**src/rtl/calc_pkg.sv**
```systemverilog
// Shared definitions for the calc_responder slice.
// Contents: FSM state type (RX_A..TX_Z, plus TX_CHK when the checksum word
// is enabled), state width, response length, and a TX-state helper.
// Optional feature macro: CALC_CHECKSUM_EN (appends TX_CHK, 5-word response).
package calc_pkg;

    localparam int unsigned STATE_W = 4;

`ifdef CALC_CHECKSUM_EN
    localparam int unsigned RESP_LEN = 5;
`else
    localparam int unsigned RESP_LEN = 4;
`endif

    typedef enum logic [STATE_W-1:0] {
        RX_A,
        RX_B,
        RX_C,
        CALC,
        TX_W,
        TX_X,
        TX_Y,
        TX_Z
`ifdef CALC_CHECKSUM_EN
        , TX_CHK
`endif
    } state_t;

    // True in every state that presents a result word downstream.
    function automatic logic is_tx(input state_t s);
        logic r;
        r = 1'b0;
        case (s)
            TX_W, TX_X, TX_Y, TX_Z: r = 1'b1;
`ifdef CALC_CHECKSUM_EN
            TX_CHK:                 r = 1'b1;
`endif
            default:                r = 1'b0;
        endcase
        return r;
    endfunction

endpackage

```
**src/rtl/calc_alu.sv**
```systemverilog
// Purely combinational four-result calculation, all results modulo 2**WIDTH.
// Ports:
//   a, b, c  in   WIDTH  operands
//   w        out  WIDTH  (b + c) | a
//   x        out  WIDTH  (a & c) + b
//   y        out  WIDTH  (~a + c) & b
//   z        out  WIDTH  (b | c) & a
module calc_alu #(
    parameter int unsigned WIDTH = 8
) (
    input  logic [WIDTH-1:0] a,
    input  logic [WIDTH-1:0] b,
    input  logic [WIDTH-1:0] c,
    output logic [WIDTH-1:0] w,
    output logic [WIDTH-1:0] x,
    output logic [WIDTH-1:0] y,
    output logic [WIDTH-1:0] z
);

    logic [WIDTH-1:0] sum_bc;
    logic [WIDTH-1:0] and_ac;
    logic [WIDTH-1:0] sum_na_c;

    always_comb begin
        // Intermediate sums are held at WIDTH bits so carries are dropped.
        sum_bc   = b + c;
        and_ac   = a & c;
        sum_na_c = ~a + c;
        w        = sum_bc | a;
        x        = and_ac + b;
        y        = sum_na_c & b;
        z        = (b | c) & a;
    end

endmodule

```
**src/rtl/calc_responder.sv**
```systemverilog
// Byte-serial responder: accepts operands a, b, c on a valid/ready input
// stream, computes w, x, y, z via calc_alu, and returns them in order on a
// valid/ready output stream.
// Optional feature macro: CALC_CHECKSUM_EN -- appends a fifth word w^x^y^z.
// Ports:
//   clk        in   1      clock, posedge
//   rst_n      in   1      synchronous reset, active-low
//   in_data    in   WIDTH  operand word (a, b, c)
//   in_valid   in   1      in_data valid
//   in_ready   out  1      operand word can be accepted (RX states)
//   out_data   out  WIDTH  result word (w, x, y, z[, chk]); 0 when idle
//   out_valid  out  1      out_data valid (TX states)
//   out_ready  in   1      downstream accepts out_data
//   busy       out  1      high in any state other than RX_A
module calc_responder
    import calc_pkg::*;
#(
    parameter int unsigned WIDTH = 8
) (
    input  logic             clk,
    input  logic             rst_n,
    input  logic [WIDTH-1:0] in_data,
    input  logic             in_valid,
    output logic             in_ready,
    output logic [WIDTH-1:0] out_data,
    output logic             out_valid,
    input  logic             out_ready,
    output logic             busy
);

    state_t state;
    state_t state_next;

    logic [WIDTH-1:0] a_q, b_q, c_q;
    logic [WIDTH-1:0] w_q, x_q, y_q, z_q;
    logic [WIDTH-1:0] alu_w, alu_x, alu_y, alu_z;

    logic in_fire;
    logic out_fire;

    assign in_fire  = in_valid && in_ready;
    assign out_fire = out_valid && out_ready;

    calc_alu #(
        .WIDTH (WIDTH)
    ) u_alu (
        .a (a_q),
        .b (b_q),
        .c (c_q),
        .w (alu_w),
        .x (alu_x),
        .y (alu_y),
        .z (alu_z)
    );

    // State register
    always_ff @(posedge clk) begin
        if (!rst_n) begin
            state <= RX_A;
        end else begin
            state <= state_next;
        end
    end

    // Operand and result registers
    always_ff @(posedge clk) begin
        if (!rst_n) begin
            a_q <= '0;
            b_q <= '0;
            c_q <= '0;
            w_q <= '0;
            x_q <= '0;
            y_q <= '0;
            z_q <= '0;
        end else begin
            if (in_fire) begin
                case (state)
                    RX_A:    a_q <= in_data;
                    RX_B:    b_q <= in_data;
                    RX_C:    c_q <= in_data;
                    default: ;
                endcase
            end
            if (state == CALC) begin
                w_q <= alu_w;
                x_q <= alu_x;
                y_q <= alu_y;
                z_q <= alu_z;
            end
        end
    end

    // Next-state logic
    always_comb begin
        state_next = state;
        case (state)
            RX_A: if (in_fire)  state_next = RX_B;
            RX_B: if (in_fire)  state_next = RX_C;
            RX_C: if (in_fire)  state_next = CALC;
            CALC:               state_next = TX_W;
            TX_W: if (out_fire) state_next = TX_X;
            TX_X: if (out_fire) state_next = TX_Y;
            TX_Y: if (out_fire) state_next = TX_Z;
`ifdef CALC_CHECKSUM_EN
            TX_Z: if (out_fire) state_next = TX_CHK;
            TX_CHK: if (out_fire) state_next = RX_A;
`else
            TX_Z: if (out_fire) state_next = RX_A;
`endif
            default:            state_next = RX_A;
        endcase
    end

    // Output logic: handshakes and result mux are pure functions of state,
    // so out_data/out_valid cannot change while stalled.
    always_comb begin
        in_ready  = 1'b0;
        out_valid = is_tx(state);
        out_data  = '0;
        busy      = (state != RX_A);
        case (state)
            RX_A, RX_B, RX_C: in_ready = 1'b1;
            TX_W:             out_data = w_q;
            TX_X:             out_data = x_q;
            TX_Y:             out_data = y_q;
            TX_Z:             out_data = z_q;
`ifdef CALC_CHECKSUM_EN
            TX_CHK:           out_data = w_q ^ x_q ^ y_q ^ z_q;
`endif
            default:          ;
        endcase
    end

endmodule

```
**config.mk**
```make
export PLATFORM = sky130hd
export DESIGN_NAME = calc_responder
export DESIGN_NICKNAME = d
export VERILOG_FILES = /design/src/rtl/calc_pkg.sv /design/src/rtl/calc_alu.sv /design/src/rtl/calc_responder.sv
export SDC_FILE = /design/constraint.sdc
export NUM_CORES = 1
export LEC_CHECK = 0
export ABC_AREA = 1
export CAP_MARGIN = 0
export CORE_UTILIZATION = 30
export DETAILED_ROUTE_END_ITERATION = 12
export PLACE_DENSITY = 0.51
export RECOVER_POWER = 100
export SLEW_MARGIN = 10
export SYNTH_ARGS = -nofsm -noshare
export SYNTH_HDL_FRONTEND = slang
export SYNTH_SLANG_ARGS = --single-unit
```
**constraint.sdc**
```tcl
create_clock -name clk -period 2.3 [get_ports clk]
set_clock_uncertainty 0.05 [all_clocks]
set_input_delay 0.46 -clock clk [delete_from_list [all_inputs] [get_ports clk]]
set_output_delay 0.46 -clock clk [all_outputs]
set_load 0.01 [all_outputs]
```
==> summary.txt, run 1 <==
Route
  • Final wirelength: a little over 9000 um
  • Drt first pass iters: 6
  • Iteration-0 DRC count of the detailed router: roughly 160
  • DRC violation count after routing: 0
  • Routed wire length per instance: between 10 and 15 um
  • Number of routed nets with antenna violations: 0
  • Vias per Instance: about 5
  • Routed via count: between 3000 and 4000

Clock network
  • Sinks on Clock Net: 59
  • Clock tree from TritonCTS: built
  • # H-tree levels: 3
  • Number of CTS-inserted buffers: 9
  • Cts hold-fix bufs: 0
  • Worst-skew pair later-pin latency: between 0.3 and 0.4 ns
  • Maximum number of buffers from clock root to sink: 2
  • Post-CTS setup-driven buffer insertion count: 0
  • Clock Tree Root: sky130_fd_sc_hd__clkbuf_16
  • Clock-pin slew reported for the worst setup and hold paths after clock tree synthesis: around 0.060 ns

Placed design
  • IO Port Bufs: 22
  • Worst slack, placed: approximately 0.18 ns
  • Detailed Place HPWL: roughly 6800 um
  • Final weighted congestion in routability-driven placement: about 0.84
  • Instance count after placement with tap cells included: 638

Yosys
  • Number of instances in the synthesized netlist: 477
  • Fraction of the yosys area taken by sequential cells: between 30 and 40%
  • Most used DFF post-synth: sky130_fd_sc_hd__dfxtp_1
  • Synthesized Nets: 529
  • Post-synthesis register bit count: ~60
  • Synthesized area per cell: 7.37 sq um
  • Netlist area before placement: between 3000 and 4000 sq um
  • Unique masters post-synth: 29
  • EDFF count, synth: 0
  • Proportion of synthesized flip-flops having asynchronous set or reset: 0%
  • Yosys warnings: 0

Global route
  • Pin count of the biggest net entering global routing: 43
  • Global-route total usage across every layer: between 15 and 20%
  • Number of antenna violations at the first check in global routing: 0
  • Global-route wire length before repair: approximately 15000 um
  • Global route overflow: 0
  • Via count of the first global-routing pass: approximately 3200

Die
  • DIE AREA: 12100 sq um
  • Top-level I/O count: 23
  • Die X-Extent: 110 um
  • Starting density of the core: between 30 and 40%
  • Area of the placeable core: approximately 11000 sq um
  • Number of placement rows: 39
  • Die height: 110 um

Timing
  • Final setup slack of the worst path: 0.123 ns
  • Final count of pins violating max slew: 0
  • Tightest slew margin relative to the limit: between 40% and 50%
  • Accumulated negative setup slack: 0 ns
  • Period utilization: 94.6%
  • Minimum clock period after layout: roughly 2.2 ns
  • Number of endpoints failing setup at the final stage: 0
  • Final hold viol count: 0
  • Max Fclk: roughly 460 MHz
  • Setup repair after global routing missed its margin: no
  • Worst slew pin tran: ~0.81 ns

Worst setup path
  • Crit start category: register
  • Critical register-to-register path startpoint: c_q[0]
  • Critical path startpoint: state[2]
  • Arr. time, crit path: about 1.7 ns
  • Worst R2R Path Depth: 11
  • Crit path max fanout: 8
  • Reg-to-reg critical path endpoint: x_q[6]
  • Crit path capture: out_data[4]
  • Required time at the endpoint of the critical path: between 1.5 and 2 ns
  • CP endpoint kind: output pin
  • Setup slack on the worst flop-to-flop path: 0.30 ns
  • Category of the critical setup timing path: reg2out

Final layout
  • Commonest non-fill, non-tap cell in the layout: sky130_fd_sc_hd__inv_1
  • Sequential standard cell area: roughly 1200 sq um
  • Area Growth Syn to Fin: 20.3%
  • Fraction of layout cells with a size suffix above 1: 7.44%
  • Fillers: 1231
  • Most frequent cells in the layout: 79 x sky130_fd_sc_hd__inv_1, 73 x sky130_fd_sc_hd__nand2_1, 57 x sky130_fd_sc_hd__dfxtp_1, 55 x sky130_fd_sc_hd__a21oi_1, 49 x sky130_fd_sc_hd__o21ai_0
  • Final nets: around 560
  • Area used by multi-input combinational logic: 1960 sq um
  • Post-route insts no fill: 654
  • Antenna diode instance count: 0

Pwr
  • Power Density: approximately 730 nW/um^2
  • Final Total Pwr: 0.00308 W
  • VDD IR max: roughly 0.0008 V
  • Leakage power: slightly below 2 nW

Job
  • Reported max-cap violation count: 0

Min path
  • Path category of the worst min-delay check: reg2reg

Run status
  • Outcome: complete, no violations
synth_stat cells (all sizes together), types with 3 or more instances:
cell	count	area (sq um)
a21oi	55	275
a32oi	5	43.8
buf	9	47.6
clkbuf	8	31.3
dfxtp	59	1180
fa	3	60.1
ha	37	463
inv	80	300
nand2	76	290
nand3	36	185
nand4	4	25.0
nor2	24	97.6
o211a	9	90.1
o21ai	49	245
o221ai	5	43.8
xor2	7	61.3
logic make-up (layout without fill, tap and decap cells):
logic type               after synthesis  count (layout)  synth area share (%)
adder cells (fa/ha/maj)               40              40                  14.9
AO/OA/AOI/OAI                        131             131                  21.5
XOR/XNOR                               7               7                  1.75
flip-flops                            59              59                  33.6
buffers and inverters                 98             132                  10.9
AND/OR/NAND/NOR                      142             142                  17.3
state kept, by name, summed over array words and instances (netlist names):
name,flops
b_q,8
y_q,8
x_q,8
w_q,8
c_q,8
a_q,8
state,3
z_q,8
final cells by class:
class,count,area share (%)
clock buffers,9,5.33
well taps,143,4.23
clock inverters,7,1.84
repair buffers,35,7.05
inverters,81,7.20
flip-flops and latches,59,28.0
multi-input cells,320,46.3
power by group:
part / total (W) / internal (W) / switching [W]
Combinational: 0.000562 / 0.000205 / 0.000356
Clock: 0.00135 / 0.000842 / 0.000512
Sequential: 0.00116 / 0.00110 / 0.0000596
Total: 0.00308 / 0.00215 / 0.000928
how the worst min path moves through the flow:
stage | startpoint | end | slack [ns] | cells past startpoint
floorplan | w_q[0] | w_q[0] | 0.39 | 2
global placement | w_q[0] | w_q[0] | 0.40 | 2
detailed placement | y_q[0] | y_q[0] | 0.41 | 2
CTS | w_q[0] | w_q[0] | 0.41 | 2
global route | y_q[0] | y_q[0] | 0.44 | 2
finish | w_q[0] | w_q[0] | 0.42 | 2
through the flow:
step | hold slack, ns | utilization [%] | instance area, sq um
after floorplan | 0.391 | - | 3510
after global placement | 0.400 | 34.4 | 3930
after detailed placement | 0.407 | 34.4 | 3930
after CTS | 0.415 | 37.2 | 4240
after global routing | 0.442 | 37.0 | 4230
final | 0.419 | 37.0 | 4230
metal layers:
layer | vias to the layer above | global-route usage, % | share of wire (%)
li1 | 1645 | - | -
met4 | 0 | 5.64 | 1.6
met2 | 59 | 29.3 | 47
met5 | - | 0 | 0
met1 | 1481 | 21.1 | 49
met3 | 16 | 3.88 | 3.0
critical path: stages (launching register included):
cell and delay [ns]:
sky130_fd_sc_hd__dfxtp_1 0.36, sky130_fd_sc_hd__inv_2 0.12, sky130_fd_sc_hd__nor2_2 0.06, sky130_fd_sc_hd__buf_6 0.14, sky130_fd_sc_hd__a32oi_1 0.17, sky130_fd_sc_hd__o221ai_1 0.16
sky130_fd_sc_hd__dlygate4sd2_1 0.31
timing repair:
item | in CTS | in global routing
gates resized for setup | 15 | 1
endpoints found under the setup margin | 8 | 1
endpoints found under the hold margin | 0 | 0
Note: power is estimated with default switching activity, not from simulation.
==> run 2: changes to the inputs <==
CORE_MARGIN = 3   (was default)
==> summary.txt, run 2 (synthesis results as in run 1) <==
Die
  • Area of the placeable core: 11100 sq um (-2.6%)
  • Number of placement rows: 38 (-2.6%)
  • Die X-Extent: 114 um (+3.6%)
  • Top-level I/O count: 23 (unchanged)
  • Starting density of the core: 31.6% (+0.81 points)
  • Die height: 114 um (+3.6%)
  • DIE AREA: 13000 sq um (+7.4%)

Clock network
  • Maximum number of buffers from clock root to sink: 2 (unchanged)
  • Number of CTS-inserted buffers: 9 (unchanged)
  • Clock tree from TritonCTS: built
  • # H-tree levels: 3 (unchanged)
  • Clock-pin slew reported for the worst setup and hold paths after clock tree synthesis: 0.05 ns (about the same)
  • Worst-skew pair later-pin latency: 0.33 ns (about the same)
  • Sinks on Clock Net: 59 (unchanged)
  • Cts hold-fix bufs: 0 (unchanged)
  • Clock Tree Root: sky130_fd_sc_hd__clkbuf_16

Timing
  • Max Fclk: 454 MHz (-1.3%)
  • Number of endpoints failing setup at the final stage: 0 (unchanged)
  • Final hold viol count: 0 (unchanged)
  • Final count of pins violating max slew: 0 (unchanged)
  • Tightest slew margin relative to the limit: 35.2% (-11 points)
  • Period utilization: 95.9% (+1.2 points)
  • Accumulated negative setup slack: 0 ns (unchanged)
  • Setup repair after global routing missed its margin: no
  • Worst slew pin tran: 0.971 ns (+0.162 ns)
  • Minimum clock period after layout: 2.20 ns (+0.0281 ns)

Global route
  • Global-route wire length before repair: 15900 um (+2.9%)
  • Global-route total usage across every layer: 15.5% (-1.6 points)
  • Number of antenna violations at the first check in global routing: 0 (unchanged)
  • Global route overflow: 0 (unchanged)
  • Via count of the first global-routing pass: 3144 (-0.57%)
  • Pin count of the biggest net entering global routing: 41 (-4.7%)

Pwr
  • Power Density: 706 nW/um^2 (-3.2%)
  • VDD IR max: 0.000335 V (-57%)
  • Leakage power: 2.00 nW (+0.84%)

Worst setup path
  • Arr. time, crit path: 1.69 ns (+0.02 ns)
  • Crit start category: register
  • Category of the critical setup timing path: reg2out
  • Required time at the endpoint of the critical path: 1.79 ns (about the same)
  • Critical Path Slowest Stage Cell: sky130_fd_sc_hd__dfxtp_2
  • Cells along the critical path: inv_1 > nor2_2 > buf_4 > a32oi_1 > o221ai_1 > dlygate4sd2_1
  • Peak per-stage delay on the critical path: 0.34 ns (-0.02 ns)
  • CP endpoint kind: output pin
  • Crit path max fanout: 5 (-3)

Placed design
  • Detailed Place HPWL: 7020 um (+2.8%)
  • Final weighted congestion in routability-driven placement: 0.818 (-2.2%)
  • IO Port Bufs: 22 (unchanged)

Route
  • Vias per Instance: 4.82 (-1.5%)
  • DRC violation count after routing: 0 (unchanged)
  • Number of routed nets with antenna violations: 0 (unchanged)
  • Iteration-0 DRC count of the detailed router: 169 (+7.0%)
  • Routed wire length per instance: 14.4 um (+0.99%)
  • Drt first pass iters: 5 (-1)
  • Routed via count: 3149 (-1.6%)
  • Final wirelength: 9390 um (+0.84%)

Run status
  • Outcome: complete, no violations

Final layout
  • Fraction of layout cells with a size suffix above 1: 6.43% (-1.0 points)
  • Final nets: 560 (+0.36%)
  • Most frequent cells in the layout: 79 x sky130_fd_sc_hd__inv_1, 75 x sky130_fd_sc_hd__nand2_1, 58 x sky130_fd_sc_hd__dfxtp_1, 55 x sky130_fd_sc_hd__a21oi_1, 49 x sky130_fd_sc_hd__o21ai_0
  • Antenna diode instance count: 0 (unchanged)
  • Commonest non-fill, non-tap cell in the layout: sky130_fd_sc_hd__inv_1
  • Layout Utilization: 37.7% (+0.69 points)
  • Area Growth Syn to Fin: 19.4%

Job
  • Reported max-cap violation count: 0 (unchanged)

Min path
  • Path category of the worst min-delay check: reg2reg
-- run 2: worst paths after layout --
kind / from / to / slack [ns] / cells past startpoint
setup / recovery: state[1] / out_data[3] / 0.1 / 6
setup reg to reg: b_q[0] / w_q[6] / 0.30 / 10
hold / removal: w_q[0] / w_q[0] / 0.41 / 2
hold reg to reg: w_q[0] / w_q[0] / 0.41 / 2
-- run 2: what timing repair did --
| action | CTS | global route |
|---|---|---|
| setup buffers | 0 | 0 |
| endpoints found under the setup margin | 8 | 2 |
| resized for setup | 12 | 2 |
-- run 2: cell type report --
type	count	area, sq um
fill	1237	6930
multi-input combinational	320	1950
clock buffer	14	264
timing repair buffer	37	304
clock inverter	2	10.0
inverter	81	304
tap	140	175
sequential	59	1180
-- run 2: metal layers --
metal | GRT usage [%] | vias up | part of all wire (%)
met5 | 0 | - | 0
met4 | 4.67 | 0 | 1.6
met3 | 3.65 | 13 | 3.4
met2 | 25.7 | 38 | 47
met1 | 20.1 | 1450 | 48
li1 | - | 1648 | -
-- run 2: report_power, final --
part / internal, W / total (W) / switching [W] / leakage (nW)
combinational: 0.000204 / 0.000558 / 0.000355 / 1.38
clock: 0.000784 / 0.00124 / 0.000452 / 0.137
sequential: 0.00110 / 0.00117 / 0.0000607 / 0.481
total: 0.00209 / 0.00296 / 0.000868 / 2.00
-- run 2: per-stage QoR --
stage / total power (W) / hold WS [ns] / instance area (sq um) / setup WS (ns) / cells
2_1_floorplan: 0.00156 / 0.391 / 3510 / 0.503 / 477
3_3_place_gp: 0.00174 / 0.405 / 3940 / 0.196 / 637
3_5_place_dp: 0.00175 / 0.408 / 3940 / 0.156 / 637
4_1_cts: 0.00301 / 0.416 / 4220 / 0.0822 / 653
5_1_grt: 0.00314 / 0.442 / 4190 / 0.0240 / 653
6_report: 0.00296 / 0.414 / 4190 / 0.0952 / 653
-- run 2: critical path, delay by kind of cell, from the launching register on --
family	cells	cell delay [ns]
AOI/OAI and AO/OA	2	0.41
buffers and inverters	3	0.56
DFF	1	0.34
and+or+nand+nor	1	0.05
